===== src/rtl/pc_fetch_unit_pkg.sv =====
// Shared types and constants for the instruction fetch front end
// (pc_fetch_unit and its output buffer).
package pc_fetch_unit_pkg;

    localparam int unsigned     XLEN             = 32;
    localparam logic [XLEN-1:0] INSTR_BYTES      = 32'd4;
    localparam logic [XLEN-1:0] ALIGN_MASK       = ~(INSTR_BYTES - 32'd1);
    localparam logic [XLEN-1:0] DEFAULT_RESET_PC = 32'h0000_0000;

    typedef enum logic [1:0] {
        REQ,
        WAIT,
        HOLD,
        DRAIN
    } fetch_state_t;

endpackage


===== src/rtl/pc_fetch_unit_out_buf.sv =====
// One-entry valid/ready holding register between fetch and decode.
// Optional macro PC_MISALIGN_CHECK_EN adds a misaligned-target flag.
module fetch_out_buf #(
    parameter int unsigned XLEN = 32
) (
    input  logic            clk,
    input  logic            rst_n,
    input  logic            clear,
    input  logic            load,
    input  logic [XLEN-1:0] load_instr,
    input  logic [XLEN-1:0] load_pc,
`ifdef PC_MISALIGN_CHECK_EN
    input  logic            load_misalign,
    output logic            if_misalign,
`endif
    input  logic            if_ready,
    output logic            if_valid,
    output logic [XLEN-1:0] if_instr,
    output logic [XLEN-1:0] if_pc,
    output logic [XLEN-1:0] if_pc_plus_4
);
    import pc_fetch_unit_pkg::*;

    // Clear beats load beats handshake: a redirect squashes whatever is here.
    always_ff @(posedge clk or negedge rst_n) begin
        if (!rst_n) begin
            if_valid     <= 1'b0;
            if_instr     <= '0;
            if_pc        <= '0;
            if_pc_plus_4 <= '0;
`ifdef PC_MISALIGN_CHECK_EN
            if_misalign  <= 1'b0;
`endif
        end else if (clear) begin
            if_valid     <= 1'b0;
`ifdef PC_MISALIGN_CHECK_EN
            if_misalign  <= 1'b0;
`endif
        end else if (load) begin
            if_valid     <= 1'b1;
            if_instr     <= load_instr;
            if_pc        <= load_pc;
            if_pc_plus_4 <= load_pc + INSTR_BYTES;
`ifdef PC_MISALIGN_CHECK_EN
            if_misalign  <= load_misalign;
`endif
        end else if (if_valid && if_ready) begin
            if_valid     <= 1'b0;
`ifdef PC_MISALIGN_CHECK_EN
            if_misalign  <= 1'b0;
`endif
        end
    end

endmodule


===== src/rtl/pc_fetch_unit.sv =====
// Fetch stage: owns the PC, issues single-outstanding imem requests, feeds decode.
// Optional macro PC_MISALIGN_CHECK_EN reports misaligned redirects via if_misalign.
module pc_fetch_unit #(
    parameter int unsigned     XLEN     = 32,
    parameter logic [XLEN-1:0] RESET_PC = pc_fetch_unit_pkg::DEFAULT_RESET_PC
) (
    input  logic            clk,
    input  logic            rst_n,
    input  logic            redirect_valid,
    input  logic [XLEN-1:0] redirect_pc,
    output logic            imem_req_valid,
    input  logic            imem_req_ready,
    output logic [XLEN-1:0] imem_req_addr,
    input  logic            imem_rsp_valid,
    input  logic [XLEN-1:0] imem_rsp_data,
    output logic            if_valid,
    input  logic            if_ready,
    output logic [XLEN-1:0] if_instr,
    output logic [XLEN-1:0] if_pc,
    output logic [XLEN-1:0] if_pc_plus_4
`ifdef PC_MISALIGN_CHECK_EN
    ,
    output logic            if_misalign
`endif
);
    import pc_fetch_unit_pkg::*;

    fetch_state_t    state, state_nxt;
    logic [XLEN-1:0] pc, pc_nxt;
    logic            req_fire;
    logic            out_blocked;
    logic            buf_clear;
    logic            buf_load;
    logic [XLEN-1:0] buf_instr;
    logic [XLEN-1:0] buf_pc;
`ifdef PC_MISALIGN_CHECK_EN
    logic            buf_misalign;
    logic            redirect_misaligned;
    logic            rsp_pending;

    assign redirect_misaligned = (redirect_pc[1:0] != 2'b00);
    assign rsp_pending         = ((state == WAIT) || (state == DRAIN)) && !imem_rsp_valid;
`endif

    assign imem_req_valid = rst_n && (state == REQ) && !redirect_valid;
    assign imem_req_addr  = pc;
    assign req_fire       = imem_req_valid && imem_req_ready;
    assign out_blocked    = if_valid && !if_ready;

    always_ff @(posedge clk or negedge rst_n) begin
        if (!rst_n) begin
            state <= REQ;
            pc    <= RESET_PC;
        end else begin
            state <= state_nxt;
            pc    <= pc_nxt;
        end
    end

    always_comb begin
        state_nxt = state;
        pc_nxt    = pc;
        buf_clear = 1'b0;
        buf_load  = 1'b0;
        buf_instr = imem_rsp_data;
        buf_pc    = pc;
`ifdef PC_MISALIGN_CHECK_EN
        buf_misalign = 1'b0;
`endif
        unique case (state)
            REQ: begin
                if (req_fire) state_nxt = WAIT;
            end
            WAIT: begin
                if (imem_rsp_valid) begin
                    // A stalled entry cannot be overwritten: drop the word and
                    // refetch the same pc once decode has taken the entry.
                    if (out_blocked) begin
                        state_nxt = HOLD;
                    end else begin
                        buf_load  = 1'b1;
                        pc_nxt    = pc + INSTR_BYTES;
                        state_nxt = if_ready ? REQ : HOLD;
                    end
                end
            end
            HOLD: begin
                if (if_valid && if_ready) state_nxt = REQ;
            end
            DRAIN: begin
                if (imem_rsp_valid) state_nxt = out_blocked ? HOLD : REQ;
            end
        endcase

        if (redirect_valid) begin
            buf_load  = 1'b0;
            buf_clear = 1'b1;
            pc_nxt    = redirect_pc & ALIGN_MASK;
            if ((state == WAIT) || (state == DRAIN))
                state_nxt = imem_rsp_valid ? REQ : DRAIN;
            else
                state_nxt = REQ;
`ifdef PC_MISALIGN_CHECK_EN
            if (redirect_misaligned) begin
                buf_clear    = 1'b0;
                buf_load     = 1'b1;
                buf_instr    = '0;
                buf_pc       = redirect_pc;
                buf_misalign = 1'b1;
                state_nxt    = rsp_pending ? DRAIN : HOLD;
            end
`endif
        end
    end

    fetch_out_buf #(
        .XLEN(XLEN)
    ) u_out_buf (
        .clk          (clk),
        .rst_n        (rst_n),
        .clear        (buf_clear),
        .load         (buf_load),
        .load_instr   (buf_instr),
        .load_pc      (buf_pc),
`ifdef PC_MISALIGN_CHECK_EN
        .load_misalign(buf_misalign),
        .if_misalign  (if_misalign),
`endif
        .if_ready     (if_ready),
        .if_valid     (if_valid),
        .if_instr     (if_instr),
        .if_pc        (if_pc),
        .if_pc_plus_4 (if_pc_plus_4)
    );

endmodule


===== config.mk =====
export PLATFORM = sky130hd
export DESIGN_NAME = pc_fetch_unit
export DESIGN_NICKNAME = d
export VERILOG_FILES = /design/src/rtl/pc_fetch_unit_pkg.sv /design/src/rtl/pc_fetch_unit_out_buf.sv /design/src/rtl/pc_fetch_unit.sv
export SDC_FILE = /design/constraint.sdc
export NUM_CORES = 1
export LEC_CHECK = 0
export CAP_MARGIN = 20
export CORE_MARGIN = 2
export CORE_UTILIZATION = 27
export DETAILED_ROUTE_END_ITERATION = 7
export HOLD_SLACK_MARGIN = 0.02
export PLACE_DENSITY_LB_ADDON = 0.1
export SETUP_SLACK_MARGIN = 0.1
export SLEW_MARGIN = 15
export SYNTH_ARGS = -nofsm -noshare
export SYNTH_HDL_FRONTEND = slang
export SYNTH_SLANG_ARGS = --single-unit

===== constraint.sdc =====
create_clock -name clk -period 2.3 [get_ports clk]
set_input_delay 0.46 -clock clk [delete_from_list [all_inputs] [get_ports clk]]
set_output_delay 0.46 -clock clk [all_outputs]
set_load 0.005 [all_outputs]

Word-level counts from Yosys, hierarchy flattened
Index checks and enable logic that the tools add are counted.

cells by class
  add/sub/neg operators = 1
  eq/ne operators = 8
  muxes and demuxes = 23
  bitwise gates (word level) = 1
  reductions and logical operators = 15

operator list
  kind                                                                    number
  32-bit 2-to-1 mux                                                       4
  32-bit by 3-bit adder with 32-bit output (second input constant)        1
  2-bit 2-to-1 mux                                                        10
  3-bit != test (second input constant)                                   4
  1-bit 2-to-1 mux                                                        8
  2-bit one-hot mux with 4 select lines                                   1
  1-bit logical AND                                                       5
  2-bit equality test (second input constant)                             2
  4-bit AND reduction                                                     1
  2-bit nonzero test                                                      2
  3-bit AND reduction                                                     1
  3-bit nonzero test                                                      1
  2-bit by 1-bit equality test with 1-bit output (second input constant)  1
  1-bit zero test                                                         2
  2-bit zero test                                                         1
  2-bit != test (second input constant)                                   1
  2-bit AND reduction                                                     1
  1-bit logical OR                                                        1
  1-bit NOT                                                               1

word-level totals
  register bits = 131
  bits of input ports = 70

Longest topological paths before layout
  depth in word-level cells = 8
  mapped depth = 8
  gate-level depth less buffers = 6

Cells and area by module
Synthesis repeated with hierarchy kept, for this count alone.

unflattened totals
  cells, all modules = 688
  area total of the unflattened synthesis = 6,103.4 um^2

by module, submodules not included
  module         times used  cells each  area each (um^2)  seq. area each (um^2)
  fetch_out_buf  1           466         4,142.7           2,377.3
  pc_fetch_unit  1           222         1,960.6           800.8

Worst setup path before layout
Ideal clock, no wire load.

  kind = register -> register
  start = register pc[2], in the netlist imem_req_addr[2]
  end = register pc[28], in the netlist imem_req_addr[28]
  setup time = 130 ps
  arrival = 1,837 ps
  data required time = 2,170 ps
  setup slack = 333 ps
  cell stages (with the launch flop) = 8
  path buffers = 1
  period minus slack after synthesis = 1,967 ps
  path through = dfrtp_1 -> ha_1 -> nand3_4 -> or4_1 -> buf_2 -> nor3_2 -> xnor2_1 -> o21ai_1

between the ends
  longest elaborated chain between the ends = 5

RTL lines
  element                                   line                 RTL
  from (decl)                               pc_fetch_unit.sv:29  logic [XLEN-1:0] pc, pc_nxt;
  from (signal assigned)                    pc_fetch_unit.sv:56  pc <= pc_nxt;
  32-bit by 3-bit adder with 32-bit output  pc_fetch_unit.sv:82  pc_nxt = pc + INSTR_BYTES;
  32-bit 2-to-1 mux                         pc_fetch_unit.sv:78  if (out_blocked) begin
  32-bit 2-to-1 mux                         pc_fetch_unit.sv:75  if (imem_rsp_valid) begin
  32-bit 2-to-1 mux                         pc_fetch_unit.sv:70  unique case (state)
  32-bit 2-to-1 mux                         pc_fetch_unit.sv:95  if (redirect_valid) begin

Every way passes these cells. The select of a mux whose other input is x is not followed.
A chain may end at the register's enable or synchronous reset.

Worst setup path in the final report
  start = register state[1]
  end = output port imem_req_valid

between the ends
  longest elaborated chain between the ends = 3

RTL lines
  element                          line                 RTL
  from (decl)                      pc_fetch_unit.sv:28  fetch_state_t state, state_nxt;
  from (signal assigned)           pc_fetch_unit.sv:55  state <= state_nxt;
  2-bit zero test                  pc_fetch_unit.sv:45  assign imem_req_valid = rst_n && (state == REQ) && !redirect_valid;
  1-bit logical AND (2 in series)  pc_fetch_unit.sv:45
  to (decl)                        pc_fetch_unit.sv:11  output logic imem_req_valid,

Every way passes these cells.

==> impl_metrics.ini <==
[status]
status = completed

[clock_network]
cts_setup_buffers = 0
cts_root_buf = clkbuf_16
postCtsHoldBufs = 0
clockBufferDepth = 2
numCtsBuffers = 17
htreeDepth = 4
cts_tree = yes
clkTransAtPathRegs_ps = 60
cts.sinks = 125
clk_latency_ps = 420

[routing]
antenna_left = 0
via_per_inst = 4.43
drt_iter0_drc = 159
wl_per_cell_um = 15.5
drc = 0
dr.pass1.iters = 4
routed_wl_mm = 17.6
routed-via-count = 5012

[power]
leakage_nw = 3.78
p_per_area_nw_per_um2 = 944
ir_worst_vdd_uv = 432

[worst_setup_path]
cp.arrival_ps = 1670
cp_max_fo = 4
crit_type = flip-flop to output port
start_kind = flip-flop
end_kind = output port
cp_data_required_time_ps = 1840

[sta]
finalCritPeriodShare_pct = 92.5
skew_ps = 9.57
max-slew-margin-rel_pct = 52.0
worst_slack_ps = 172
min_period_ps = 2130
drv_slew = 0
worst_pin_slew_ps = 719
hold_viol = 0
fin_setup_tns_ps = 0
fmax_mhz = 470
setup_viol = 0
rsz0062_at_grt = no

[layout]
drive_gt1_share_pct = 9.10
finalNetCount = 915
layout.cells.non_filler = 1132
multi_input_area_um2 = 2380
syn2layout_area_growth_pct = 50.9
nFillCells = 2107
mostFrequentLayoutCells = nand2_1 (258), clkdlybuf4s50_1 (189), dfrtp_1 (125)
n_antenna_cell = 0
final_common_cell = nand2_1
regArea_um2 = 3130

[global_routing]
grtUsageTotal_pct = 16.0
grt_pass1_vias = 5174
busiest_layer = met2
grtUsageMet1_pct = 20.6
grt_pass1_wl_mm = 27.5
gr-usage-met2_pct = 25.4
grt.overflow.total = 0
antenna_found_initial = 1
grt_max_degree = 126
gr-usage-met3_pct = 5.43

[floorplanning]
initial_core_util_pct = 27.4
ios = 200
die_area_um2 = 22500
coreArea_um2 = 21000
die_width_um = 150
rows = 53
dieHeight_um = 150

[run]
drv_cap = 0

[synthesis]
syn_avg_cell_area_um2 = 8.90
ys.flop_type = dfrtp_1
synthArstFlopShare_pct = 100
synth_edf_count = 0
syn-cell-area_um2 = 5750
ys_types = 36
syn_inst = 646
ys_seq_area_share_pct = 54.4
yosys_warnings = 0
ys_ff_latch = 125

[placement]
dp_hpwl_mm = 12.2
pre_cts_slack_ps = 106
place_inst = 1100
gp_congestion = 0.779
io_buffers = 191

[min_path]
hp-class = input port to async pin
==> repair_timing <==
action                     in CTS  in global routing
gates resized for setup         0                  1
setup endpoints to repair       0                  1
hold endpoints to repair        0                  0
==> layout make-up <==
type / count / share of cell area, %
sequential: 125 / 36.1
multi-input combinational: 472 / 27.5
timing repair buffer: 225 / 25.5
clock buffer: 21 / 5.19
tap: 275 / 3.97
clock inverter: 11 / 1.64
inverter: 3 / 0.130
==> cell usage after synthesis, types with 2 or more instances <==
master,count,area [um^2]
nand2_1,258,968
dfrtp_1,125,3130
o21ai_0,51,255
xnor2_1,35,307
clkbuf_1,31,116
xor2_1,22,193
nand3_1,16,80.1
nor2_1,15,56.3
buf_4,13,97.6
nand4_1,12,75.1
o21ai_1,10,50.1
nor3_1,9,45.0
and3_1,8,50.1
buf_2,5,25.0
nor4_1,5,31.3
and4_1,4,35.0
nor3_2,4,40.0
inv_1,3,11.3
clkbuf_2,2,10.0
or2_2,2,12.5
==> metrics by stage <==
| stage | hold slack (ps) | utilization (%) | cell area, um^2 | total power [W] |
|---|---|---|---|---|
| 4_1_cts | 222 | 41.4 | 8670 | 0.00833 |
| 3_3_place_gp | 457 | 38.5 | 8080 | 0.00550 |
| 6_report | 177 | 41.4 | 8670 | 0.00818 |
| 5_1_grt | 237 | 41.4 | 8670 | 0.00869 |
| 3_5_place_dp | 462 | 38.5 | 8080 | 0.00554 |
| 2_1_floorplan | 164 | - | 5770 | 0.00387 |
==> metal layers <==
layer / vias up / part of all wire (%)
met1: 2355 / 45
met3: 22 / 8.4
met5: - / 0.074
li1: 2468 / -
met2: 165 / 45
met4: 2 / 1.1
==> where the power goes <==
part / switching, W / leakage, nW / internal, W
registers: 0.000379 / 1.58 / 0.00281
clock network: 0.00100 / 0.287 / 0.00173
logic: 0.000831 / 1.92 / 0.00144
==> worst max-delay path, cell delays in order, from the launching register on <==
cell and delay, ps:
dfrtp_1 410, nor2_1 130, and3_1 200, clkdlybuf4s50_1 520
==> state kept, by name (all words and copies together) (netlist names) <==
register and flops:
u_out_buf.if_pc_plus_4 30, imem_req_addr 30, state 2, u_out_buf.if_valid 1, u_out_buf.if_instr 32, u_out_buf.if_pc 30
==> final timing paths <==
| path | cells after the start | end | startpoint | slack (ps) |
|---|---|---|---|---|
| max | 3 | imem_req_valid | state[1] | 170 |
| min | 2 | state[1] | rst_n | 180 |
| min in group clk | 2 | u_out_buf.if_pc[29] | u_out_buf.if_pc[29] | 470 |
| max in group asynchronous | 2 | u_out_buf.if_instr[2] | rst_n | 1570 |
| min reg2reg | 2 | u_out_buf.if_pc[29] | u_out_buf.if_pc[29] | 470 |
| max reg2reg | 7 | imem_req_addr[26] | imem_req_addr[2] | 320 |
==> cell families after synthesis <==
group                      Yosys count  share of synthesized area [%]
xor gates and xnor gates            57                           8.69
and+or+nand+nor                    343                           26.1
adders and majority gates            1                          0.218
muxes                                2                          0.370
DFF                                125                           54.4
buffers and inverters               54                           4.53
AOI/OAI and AO/OA                   63                           5.57
other                                1                         0.0653
Note: power is estimated with default switching activity, not from simulation.
